--- src/rtl/hog_pkg.sv ---
// Shared types and defaults for the HOG pixel sender.
package hog_pkg;

    localparam int PIX_W = 8;
    localparam int IN_W  = PIX_W * 4;

    typedef enum logic [1:0] {
        IDLE,
        RUN,
        DRAIN
    } state_t;

endpackage

--- src/rtl/hog_pix_sender_if.sv ---
// Control, SRAM and stream signals between the sender and its neighbours.
interface hog_pix_sender_if #(
    parameter int IN_W   = 32,
    parameter int ADDR_W = 17
);
    logic              start;
    logic              busy;
    logic              done;
    logic              mem_rd_en;
    logic [ADDR_W-1:0] mem_addr;
    logic [IN_W-1:0]   mem_rdata;
    logic [IN_W-1:0]   i_data;
    logic              i_valid;
    logic              ready;
    logic              o_eol;
    logic              o_last;

    modport master (
        input  start, mem_rdata, ready,
        output busy, done, mem_rd_en, mem_addr,
        output i_data, i_valid, o_eol, o_last
    );

    modport slave (
        output start, mem_rdata, ready,
        input  busy, done, mem_rd_en, mem_addr,
        input  i_data, i_valid, o_eol, o_last
    );
endinterface

--- src/rtl/hog_skid_fifo.sv ---
// Two-entry skid FIFO that absorbs the one-cycle SRAM read latency.
module hog_skid_fifo
    import hog_pkg::*;
#(
    parameter int W = IN_W
) (
    input  logic         clk,
    input  logic         rst,
    input  logic         push,
    input  logic         pop,
    input  logic [W-1:0] wdata,
    output logic         full,
    output logic         empty,
    output logic [1:0]   occ,
    output logic [W-1:0] head
);

    logic [W-1:0] mem [2];
    logic         rptr;
    logic         wptr;
    logic         do_pop;
    logic         do_push;

    assign full    = (occ == 2'd2);
    assign empty   = (occ == 2'd0);
    assign head    = mem[rptr];
    assign do_pop  = pop && !empty;
    assign do_push = push && (!full || do_pop);

    always_ff @(posedge clk or posedge rst) begin
        if (rst) begin
            mem[0] <= '0;
            mem[1] <= '0;
            rptr   <= 1'b0;
            wptr   <= 1'b0;
            occ    <= 2'd0;
        end else begin
            if (do_push) begin
                mem[wptr] <= wdata;
                wptr      <= ~wptr;
            end
            if (do_pop) begin
                rptr <= ~rptr;
            end
            occ <= occ + {1'b0, do_push} - {1'b0, do_pop};
        end
    end

endmodule

--- src/rtl/hog_pix_sender.sv ---
// Streams a stored frame from word SRAM to the HOG core over valid/ready.
module hog_pix_sender #(
    parameter int  PIX_W  = hog_pkg::PIX_W,
    parameter int  IMG_W  = 640,
    parameter int  IMG_H  = 480,
    localparam int IN_W   = PIX_W * 4,
    localparam int WPR    = IMG_W / 4,
    localparam int NWORD  = WPR * IMG_H,
    localparam int ADDR_W = $clog2(NWORD)
) (
    input logic              clk,
    input logic              rst,
    hog_pix_sender_if.master bus
);
    import hog_pkg::*;

    localparam int CW = (WPR > 1) ? $clog2(WPR) : 1;
    localparam logic [ADDR_W-1:0] LAST_A = ADDR_W'(NWORD - 1);
    localparam logic [CW-1:0]     LAST_C = CW'(WPR - 1);

    state_t            state;
    state_t            nstate;
    logic [ADDR_W-1:0] raddr;
    logic [ADDR_W-1:0] wcnt;
    logic [CW-1:0]     col;
    logic              outstanding;
    logic              done_q;
    logic              pop;
    logic              rd_en;
    logic              start_ok;
    logic              full;
    logic              empty;
    logic [1:0]        occ;
    logic [IN_W-1:0]   head;
    logic [2:0]        fill;

    hog_skid_fifo #(.W(IN_W)) u_fifo (
        .clk   (clk),
        .rst   (rst),
        .push  (outstanding),
        .pop   (pop),
        .wdata (bus.mem_rdata),
        .full  (full),
        .empty (empty),
        .occ   (occ),
        .head  (head)
    );

    // Words in the buffer or on their way must stay below two after this pop.
    assign fill     = {1'b0, occ} + {2'b0, outstanding};
    assign pop      = bus.i_valid && bus.ready;
    assign rd_en    = (state == RUN) && (fill < 3'd2 + {2'b0, pop});
    assign start_ok = (state == IDLE) && bus.start && !done_q;

    always_comb begin
        nstate = state;
        unique case (state)
            IDLE:    if (start_ok) nstate = RUN;
            RUN:     if (rd_en && raddr == LAST_A) nstate = DRAIN;
            DRAIN:   if (pop && bus.o_last) nstate = IDLE;
            default: nstate = IDLE;
        endcase
    end

    always_ff @(posedge clk or posedge rst) begin
        if (rst) state <= IDLE;
        else     state <= nstate;
    end

    always_ff @(posedge clk or posedge rst) begin
        if (rst) begin
            raddr       <= '0;
            wcnt        <= '0;
            col         <= '0;
            outstanding <= 1'b0;
            done_q      <= 1'b0;
        end else begin
            outstanding <= rd_en;
            done_q      <= (state == DRAIN) && pop && bus.o_last;
            if (start_ok) begin
                raddr <= '0;
                wcnt  <= '0;
                col   <= '0;
            end else begin
                if (rd_en) raddr <= raddr + ADDR_W'(1);
                if (pop) begin
                    wcnt <= wcnt + ADDR_W'(1);
                    col  <= (col == LAST_C) ? '0 : col + CW'(1);
                end
            end
        end
    end

    assign bus.busy      = (state != IDLE);
    assign bus.done      = done_q;
    assign bus.mem_rd_en = rd_en;
    assign bus.mem_addr  = raddr;
    assign bus.i_valid   = !empty;
    assign bus.i_data    = head;
    assign bus.o_eol     = bus.i_valid && (col == LAST_C);
    assign bus.o_last    = bus.i_valid && (wcnt == LAST_A);

    ap_no_overflow: assert property (
        @(posedge clk) disable iff (rst)
        !(outstanding && full && !pop)
    );

endmodule

--- src/flat_wrapper.sv ---
// flat-port wrapper written by rule: the top's interface ports become plain ports
module hog_pix_sender_flat import hog_pkg::*;
#(
    parameter int  PIX_W  = hog_pkg::PIX_W,
    parameter int  IMG_W  = 640,
    parameter int  IMG_H  = 480,
    localparam int IN_W   = PIX_W * 4,
    localparam int WPR    = IMG_W / 4,
    localparam int NWORD  = WPR * IMG_H,
    localparam int ADDR_W = $clog2(NWORD)
)
  (clk, rst, bus_start, bus_mem_rdata, bus_ready, bus_busy, bus_done, bus_mem_rd_en, bus_mem_addr, bus_i_data, bus_i_valid, bus_o_eol, bus_o_last);
  hog_pix_sender_if bus_i ();
  input logic clk;
  input logic rst;
  input wire logic [$bits(bus_i.start)-1:0] bus_start;
  input wire logic [$bits(bus_i.mem_rdata)-1:0] bus_mem_rdata;
  input wire logic [$bits(bus_i.ready)-1:0] bus_ready;
  output wire logic [$bits(bus_i.busy)-1:0] bus_busy;
  output wire logic [$bits(bus_i.done)-1:0] bus_done;
  output wire logic [$bits(bus_i.mem_rd_en)-1:0] bus_mem_rd_en;
  output wire logic [$bits(bus_i.mem_addr)-1:0] bus_mem_addr;
  output wire logic [$bits(bus_i.i_data)-1:0] bus_i_data;
  output wire logic [$bits(bus_i.i_valid)-1:0] bus_i_valid;
  output wire logic [$bits(bus_i.o_eol)-1:0] bus_o_eol;
  output wire logic [$bits(bus_i.o_last)-1:0] bus_o_last;
  assign bus_i.start = bus_start;
  assign bus_i.mem_rdata = bus_mem_rdata;
  assign bus_i.ready = bus_ready;
  assign bus_busy = bus_i.busy;
  assign bus_done = bus_i.done;
  assign bus_mem_rd_en = bus_i.mem_rd_en;
  assign bus_mem_addr = bus_i.mem_addr;
  assign bus_i_data = bus_i.i_data;
  assign bus_i_valid = bus_i.i_valid;
  assign bus_o_eol = bus_i.o_eol;
  assign bus_o_last = bus_i.o_last;
  hog_pix_sender #(.PIX_W(PIX_W), .IMG_W(IMG_W), .IMG_H(IMG_H)) u_core (.clk(clk), .rst(rst), .bus(bus_i));
endmodule
--- config.mk ---
export PLATFORM = sky130hd
export DESIGN_NAME = hog_pix_sender_flat
export DESIGN_NICKNAME = d
export VERILOG_FILES = /design/src/rtl/hog_pkg.sv /design/src/rtl/hog_pix_sender_if.sv /design/src/rtl/hog_skid_fifo.sv /design/src/rtl/hog_pix_sender.sv /design/src/flat_wrapper.sv
export SDC_FILE = /design/constraint.sdc
export NUM_CORES = 1
export LEC_CHECK = 0
export CAP_MARGIN = 15
export CORE_MARGIN = 8
export CORE_UTILIZATION = 57
export DETAILED_ROUTE_END_ITERATION = 8
export PLACE_DENSITY_LB_ADDON = 0.05
export SETUP_SLACK_MARGIN = 0.15
export SLEW_MARGIN = 15
export SYNTH_ARGS = -nofsm -noshare
export SYNTH_HDL_FRONTEND = slang
export SYNTH_SLANG_ARGS = --single-unit
--- constraint.sdc ---
create_clock -name clk -period 10.3 [get_ports clk]
set_input_delay 2.06 -clock clk [delete_from_list [all_inputs] [get_ports clk]]
set_output_delay 2.06 -clock clk [all_outputs]
set_load 0.005 [all_outputs]
### Yosys cells after proc, flatten, opt, wreduce, memory -nomap -nowiden

Index checks and enable logic that the tools add are counted.

| storage, ports and cells | value |
|---|---|
| output and inout port bits | 55 |
| register bits | 114 |
| bits of input ports | 36 |
| word-level logic and storage cells | 75 |

| operators by class | value |
|---|---|
| reductions and logical operators | 23 |
| muxes and demuxes | 17 |
| add/sub/neg operators | 7 |
| magnitude comparators | 4 |
| bitwise logic cells | 4 |
| eq/ne operators | 9 |

Operators by type and width:

| operator | number |
|---|---|
| 32-bit two-way mux | 4 |
| 17-bit two-way mux | 4 |
| 64-bit bitwise mux | 1 |
| 17-bit by 1-bit adder with 17-bit output, second input constant | 2 |
| 17-bit equality test, second input constant | 2 |
| 32-bit demux with 1-bit select | 1 |
| 8-bit two-way mux | 3 |
| 1-bit logical AND | 13 |
| 8-bit by 1-bit adder with 8-bit output, second input constant | 1 |
| 8-bit equality test, second input constant | 1 |
| 2-bit two-way mux | 3 |
| 2-bit one-hot mux with 3 select lines | 1 |
| 2-bit nonzero test | 3 |
| 2-bit equality test, second input constant | 2 |
| 2-bit >= comparator, second input constant | 2 |
| 2-bit zero test | 2 |
| 2-bit by 1-bit inequality test with 1-bit output, second input constant | 2 |
| 1-bit NOT with 2-bit output | 2 |
| 2-bit by 1-bit adder with 3-bit output | 1 |
| 2-bit by 1-bit adder with 3-bit output, first input constant | 1 |
| 1-bit zero test | 3 |
| 3-bit less-than comparator | 1 |
| 3-bit AND reduction | 1 |
| 2-bit by 1-bit adder with 2-bit output | 1 |
| other kinds (6) | 7 |

### Longest topological paths before layout

| depth | value |
|---|---|
| depth in word-level cells | 9 |
| mapped depth | 8 |
| gate-level depth less buffers | 7 |

### Modules after synthesis

A second synthesis with hierarchy kept.

| second synthesis, totals | value |
|---|---|
| cell total of the unflattened synthesis | 454 |
| area total of the unflattened synthesis | 5,669.2 um^2 |

By module, submodules not included:

| module | area each (um^2) | times used | cells an instance | seq. area each (um^2) |
|---|---|---|---|---|
| hog_skid_fifo | 3,244.4 | 1 | 194 | 1,701.6 |
| hog_pix_sender | 2,424.8 | 1 | 260 | 1,151.1 |

### Worst setup path before layout

No wires, ideal clock.

| path | value |
|---|---|
| path kind | input to output |
| from | input port bus_ready |
| to | output port bus_mem_rd_en |
| path slack | 5.666 ns |
| stages | 4 |
| arrival | 2.574 ns |
| required time | 8.240 ns |
| path buffers | 1 |
| cells stage by stage | o21ai_2 > o21ai_2 > and2_1 > clkbuf_1 |

| between the ends | value |
|---|---|
| cells in the longest elaborated chain, start to end | 4 |

RTL lines:

| what | RTL line | source |
|---|---|---|
| from (decl) | flat_wrapper.sv:18 | `input wire logic [$bits(bus_i.ready)-1:0] bus_ready;` |
| 1-bit logical AND | hog_pix_sender.sv:51 | `assign pop = bus.i_valid && bus.ready;` |
| 2-bit by 1-bit adder with 3-bit output | hog_pix_sender.sv:52 | `assign rd_en = (state == RUN) && (fill < 3'd2 + {2'b0, pop});` |
| 3-bit less-than comparator | hog_pix_sender.sv:52 |  |
| 1-bit logical AND | hog_pix_sender.sv:52 |  |
| to (decl) | flat_wrapper.sv:21 | `output wire logic [$bits(bus_i.mem_rd_en)-1:0] bus_mem_rd_en;` |

Every way passes these cells.

### Worst setup path after layout

Same ends and word-level chain as after synthesis.

==> PnR_summary.wiki <==
{| class="wikitable"
! Metric !! Value
|-
| Result of the run || complete, no violations
|-
| Die span in y || 112 microns
|-
| Number of endpoints failing setup at the final stage || 0
|-
| Register-to-register setup slack || 7.97 ns
|-
| Warning count from the yosys run || 0
|-
| Antenna diode instance count || 0
|-
| Reg-to-Reg Start || u_core.u_fifo.occ[0]
|-
| Detailed placer's ending HPWL || 7390 microns
|-
| Number of buffers created by CTS || 17
|-
| Synthesis-to-layout area growth || 31.2%
|-
| Clock tree from TritonCTS || yes
|-
| Global placer's final weighted congestion || 0.820
|-
| Reported max-cap violation count || 0
|-
| Clock-pin transition on the worst setup and hold timing paths || 0.05 ns
|-
| Hold Path Origin || u_core.u_fifo.rptr
|-
| Setup repair after global routing missed its margin || false
|-
| Compound-gate portion of the synthesized area || 4.01%
|-
| CTS root buf || sky130_fd_sc_hd__clkbuf_8
|-
| Grt ovf || 0
|-
| Largest net degree at the start of global routing || 82
|-
| Via count of the first global-routing pass || 3929
|-
| Post-route minimum period || 6.20 ns
|-
| Power per standard cell area || 324 nW/um^2
|-
| Sinks on the clock net || 114
|-
| Wire length of the first global-routing pass || 19200 microns
|-
| 1st-iter DRT viols || 106
|-
| Total negative setup slack || 0 ns
|-
| Min-Delay Path Depth || 1
|-
| Combinational family with the most area after synthesis || multiplexers
|-
| Buffer levels on the longest clock path || 2
|-
| Mean routed wirelength per cell || 17.3 microns
|-
| Share of layout cells above drive strength 1 || 26.7%
|-
| Largest vdd supply drop || 0.000131 V
|-
| Syn Inst Count || 435
|-
| F_max || 0.161 GHz
|-
| Mapped Area || 5270 sq um
|-
| Worst hold path type || reg2reg
|-
| Crit path DAT || 4.14 ns
|-
| Type of element launching the critical path || input port
|-
| Worst Reg-to-Reg Cells || 7
|-
| Router iterations before antenna repair || 6
|-
| Clock insertion delay at the later pin of the skew report || 0.51 ns
|-
| Hold EP || u_core.u_fifo.rptr
|-
| Pre-CTS setup slack || 4.07 ns
|-
| Number of library cell types mapped by synthesis || 39
|-
| Synthesized-area fraction occupied by and/or/nand/nor cells || 12.7%
|-
| Number of I/O pins || 91
|-
| Final ANT Viol Nets || 0
|-
| Period utilization || 60.2%
|-
| Worst path required time || 8.24 ns
|-
| Slack of the critical path || 4.10 ns
|-
| Proportion of synthesized chip area in sequential cells || 54.1%
|-
| Rows || 35
|-
| Total via count after detailed routing || 3642
|-
| Drt drc || 0
|-
| Number of flip-flops and latches in the synthesized netlist || 114
|-
| Synthesized-area fraction occupied by xor and xnor cells || 4.65%
|-
| CTS Hold Bufs || 0
|-
| Multiplexer share of the synthesized area || 20.7%
|-
| Via-per-instance ratio || 5.57
|-
| H-tree levels || 4
|-
| Width of the die || 112 microns
|-
| Final number of max-transition violations || 0
|-
| Final clock skew || 0.00752 ns
|-
| Type of element capturing the critical path || output port
|-
| Setup CP Type || in2out
|-
| Area enclosed by the die boundary || 12600 sq um
|-
| Post-Route WL || 11300 microns
|-
| Hold Violations, Final || 0
|-
| Antenna violations before repair || 0
|-
| Final net count || 574
|-
| Crit Reg-Reg Endpoint || u_core.u_fifo.occ[1]
|-
| Worst slew pin tran || 0.988 ns
|-
| Adder-cell share of the synthesized area || 1.66%
|-
| Top fanout value on the critical path || 14
|-
| Number of buffer cells added on primary ports || 90
|-
| Core outline area || 9110 sq um
|-
| Initial core utilization || 57.8%
|-
| Global routing usage summed across all routing layers || 19.0%
|-
| Tightest slew margin relative to the limit || 34.1%
|-
| Resized Gates After CTS || 0
|-
| Setup fix buffers added after clock tree synthesis || 0
|-
| Static power due to leakage || 0.00296 uW
|-
| Syn_area_per_cell || 12.1 sq um
|-
| Synthesized netlist net count || 478
|}
## cell families (layout without fill, tap and decap cells)
group | after synthesis | in the layout
DFF | 114 | 114
AOI/OAI and AO/OA | 35 | 35
adders and majority gates | 7 | 7
buffers and inverters | 26 | 134
muxes | 97 | 97
xor gates and xnor gates | 28 | 28
and+or+nand+nor | 128 | 128
## routing by layer
layer | GRT usage [%] | vias to the layer above | wire (microns)
li1 | - | 1731 | -
met1 | 22.6 | 1824 | 4980
met2 | 31.7 | 72 | 5710
met3 | 5.58 | 15 | 449
met4 | 7.55 | 0 | 163
met5 | 0 | - | 0
## layout by cell type (no fill, tap or decap), drive strengths merged
cell           synthesis  layout
or4                    2       2
xnor2                  9       9
or2                    2       2
buf                    7       5
nor2                  36      36
nor3b                  3       3
and4                   1       1
a21oi                 14      14
inv                    8       9
a31oi                  2       2
nand2                 20      20
o21ai                 15      15
a31o                   1       1
nand4b                 2       2
xor2                  19      19
bufinv                 0       5
and2                   4       4
clkinv                 0       4
nor4                   1       1
o31ai                  2       2
nand3                 23      23
nand4                  8       8
or3                   11      11
clkdlybuf4s50          0      90
o2111ai                1       1
and3                   6       6
nand2b                 1       1
ha                     7       7
nand3b                 1       1
nor4b                  1       1
clkinvlp               0       3
and4b                  1       1
clkbuf                11      18
nor3                   4       4
or3b                   1       1
mux2i                  1       1
mux2                  96      96
dfrtp                114     114
## worst max-delay path, cell delays in order
cell and delay (ns):
sky130_fd_sc_hd__clkdlybuf4s50_1 0.58, sky130_fd_sc_hd__o21ai_2 0.23, sky130_fd_sc_hd__o21ai_2 0.44, sky130_fd_sc_hd__and2_1 0.29, sky130_fd_sc_hd__clkdlybuf4s50_1 0.53
## per-stage QoR
step / cell area, sq um / cells / utilization [%] / hold WS [ns] / power [uW]
after floorplan: 5270 / 435 / - / 0.443 / 1270
after global placement: 6270 / 623 / 68.9 / 0.473 / 1590
after detailed placement: 6270 / 623 / 68.9 / 0.471 / 1630
after CTS: 6910 / 654 / 75.9 / 0.480 / 2260
after global routing: 6910 / 654 / 75.9 / 0.508 / 2370
final: 6910 / 654 / 75.9 / 0.478 / 2240
## cell type report
cell class | count | area (sq um)
clock buffers | 18 | 428
repair buffers | 95 | 938
clock inverters | 13 | 209
inverters | 8 | 32.5
fillers | 586 | 2200
well taps | 111 | 139
multi-input cells | 295 | 2310
flip-flops and latches | 114 | 2850
## registers in the layout, summed over array words and instances, names as in the netlist
name,cells
u_core.u_fifo.rptr,1
u_core.u_fifo.occ,2
u_core.state,2
u_core.u_fifo.mem,64
u_core.bus.mem_addr,17
u_core.wcnt,17
u_core.u_fifo.wptr,1
u_core.outstanding,1
u_core.bus.done,1
u_core.col,8
## Yosys cell counts
cell type	number	share of area, %
sky130_fd_sc_hd__dfrtp_1	114	54
sky130_fd_sc_hd__mux2_2	96	21
sky130_fd_sc_hd__nor2_1	36	2.6
sky130_fd_sc_hd__nand3_1	23	2.2
sky130_fd_sc_hd__nand2_1	20	1.4
sky130_fd_sc_hd__xor2_1	19	3.2
sky130_fd_sc_hd__a21oi_1	14	1.3
sky130_fd_sc_hd__o21ai_0	13	1.2
sky130_fd_sc_hd__clkbuf_1	11	0.78
sky130_fd_sc_hd__or3_1	11	1.3
sky130_fd_sc_hd__xnor2_1	9	1.5
sky130_fd_sc_hd__inv_1	8	0.57
sky130_fd_sc_hd__ha_1	7	1.7
sky130_fd_sc_hd__and3_1	6	0.71
sky130_fd_sc_hd__buf_2	6	0.57
sky130_fd_sc_hd__nand4_1	6	0.71
sky130_fd_sc_hd__and2_1	4	0.47
sky130_fd_sc_hd__nor3_1	4	0.38
sky130_fd_sc_hd__a31oi_1	2	0.24
sky130_fd_sc_hd__nand4_2	2	0.47
sky130_fd_sc_hd__nand4b_1	2	0.33
sky130_fd_sc_hd__nor3b_1	2	0.28
sky130_fd_sc_hd__o21ai_2	2	0.33
sky130_fd_sc_hd__or2_2	2	0.24
sky130_fd_sc_hd__or4_1	2	0.28
sky130_fd_sc_hd__a31o_2	1	0.17
sky130_fd_sc_hd__and4_1	1	0.17
sky130_fd_sc_hd__and4b_1	1	0.19
sky130_fd_sc_hd__buf_6	1	0.21
sky130_fd_sc_hd__mux2i_1	1	0.19
sky130_fd_sc_hd__nand2b_1	1	0.12
sky130_fd_sc_hd__nand3b_1	1	0.14
sky130_fd_sc_hd__nor3b_2	1	0.24
sky130_fd_sc_hd__nor4_1	1	0.12
sky130_fd_sc_hd__nor4b_1	1	0.17
sky130_fd_sc_hd__o2111ai_1	1	0.17
sky130_fd_sc_hd__o31ai_1	1	0.14
sky130_fd_sc_hd__o31ai_4	1	0.40
sky130_fd_sc_hd__or3b_2	1	0.17
## power breakdown
part / internal, uW / switching (uW)
sequential: 630 / 120
clock: 422 / 202
combinational: 534 / 330
## worst max path at each step
stage / from / end / slack (ns) / cells after the start
after floorplan: rst / u_core.bus.done / 5.22 / 1
after global placement: bus_ready / bus_mem_rd_en / 4.15 / 5
after detailed placement: bus_ready / bus_mem_rd_en / 4.07 / 5
after CTS: bus_ready / bus_mem_rd_en / 4.09 / 5
after global routing: bus_ready / bus_mem_rd_en / 4.01 / 5
final: bus_ready / bus_mem_rd_en / 4.10 / 5
No activity file was read; power rests on OpenSTA's default activity.
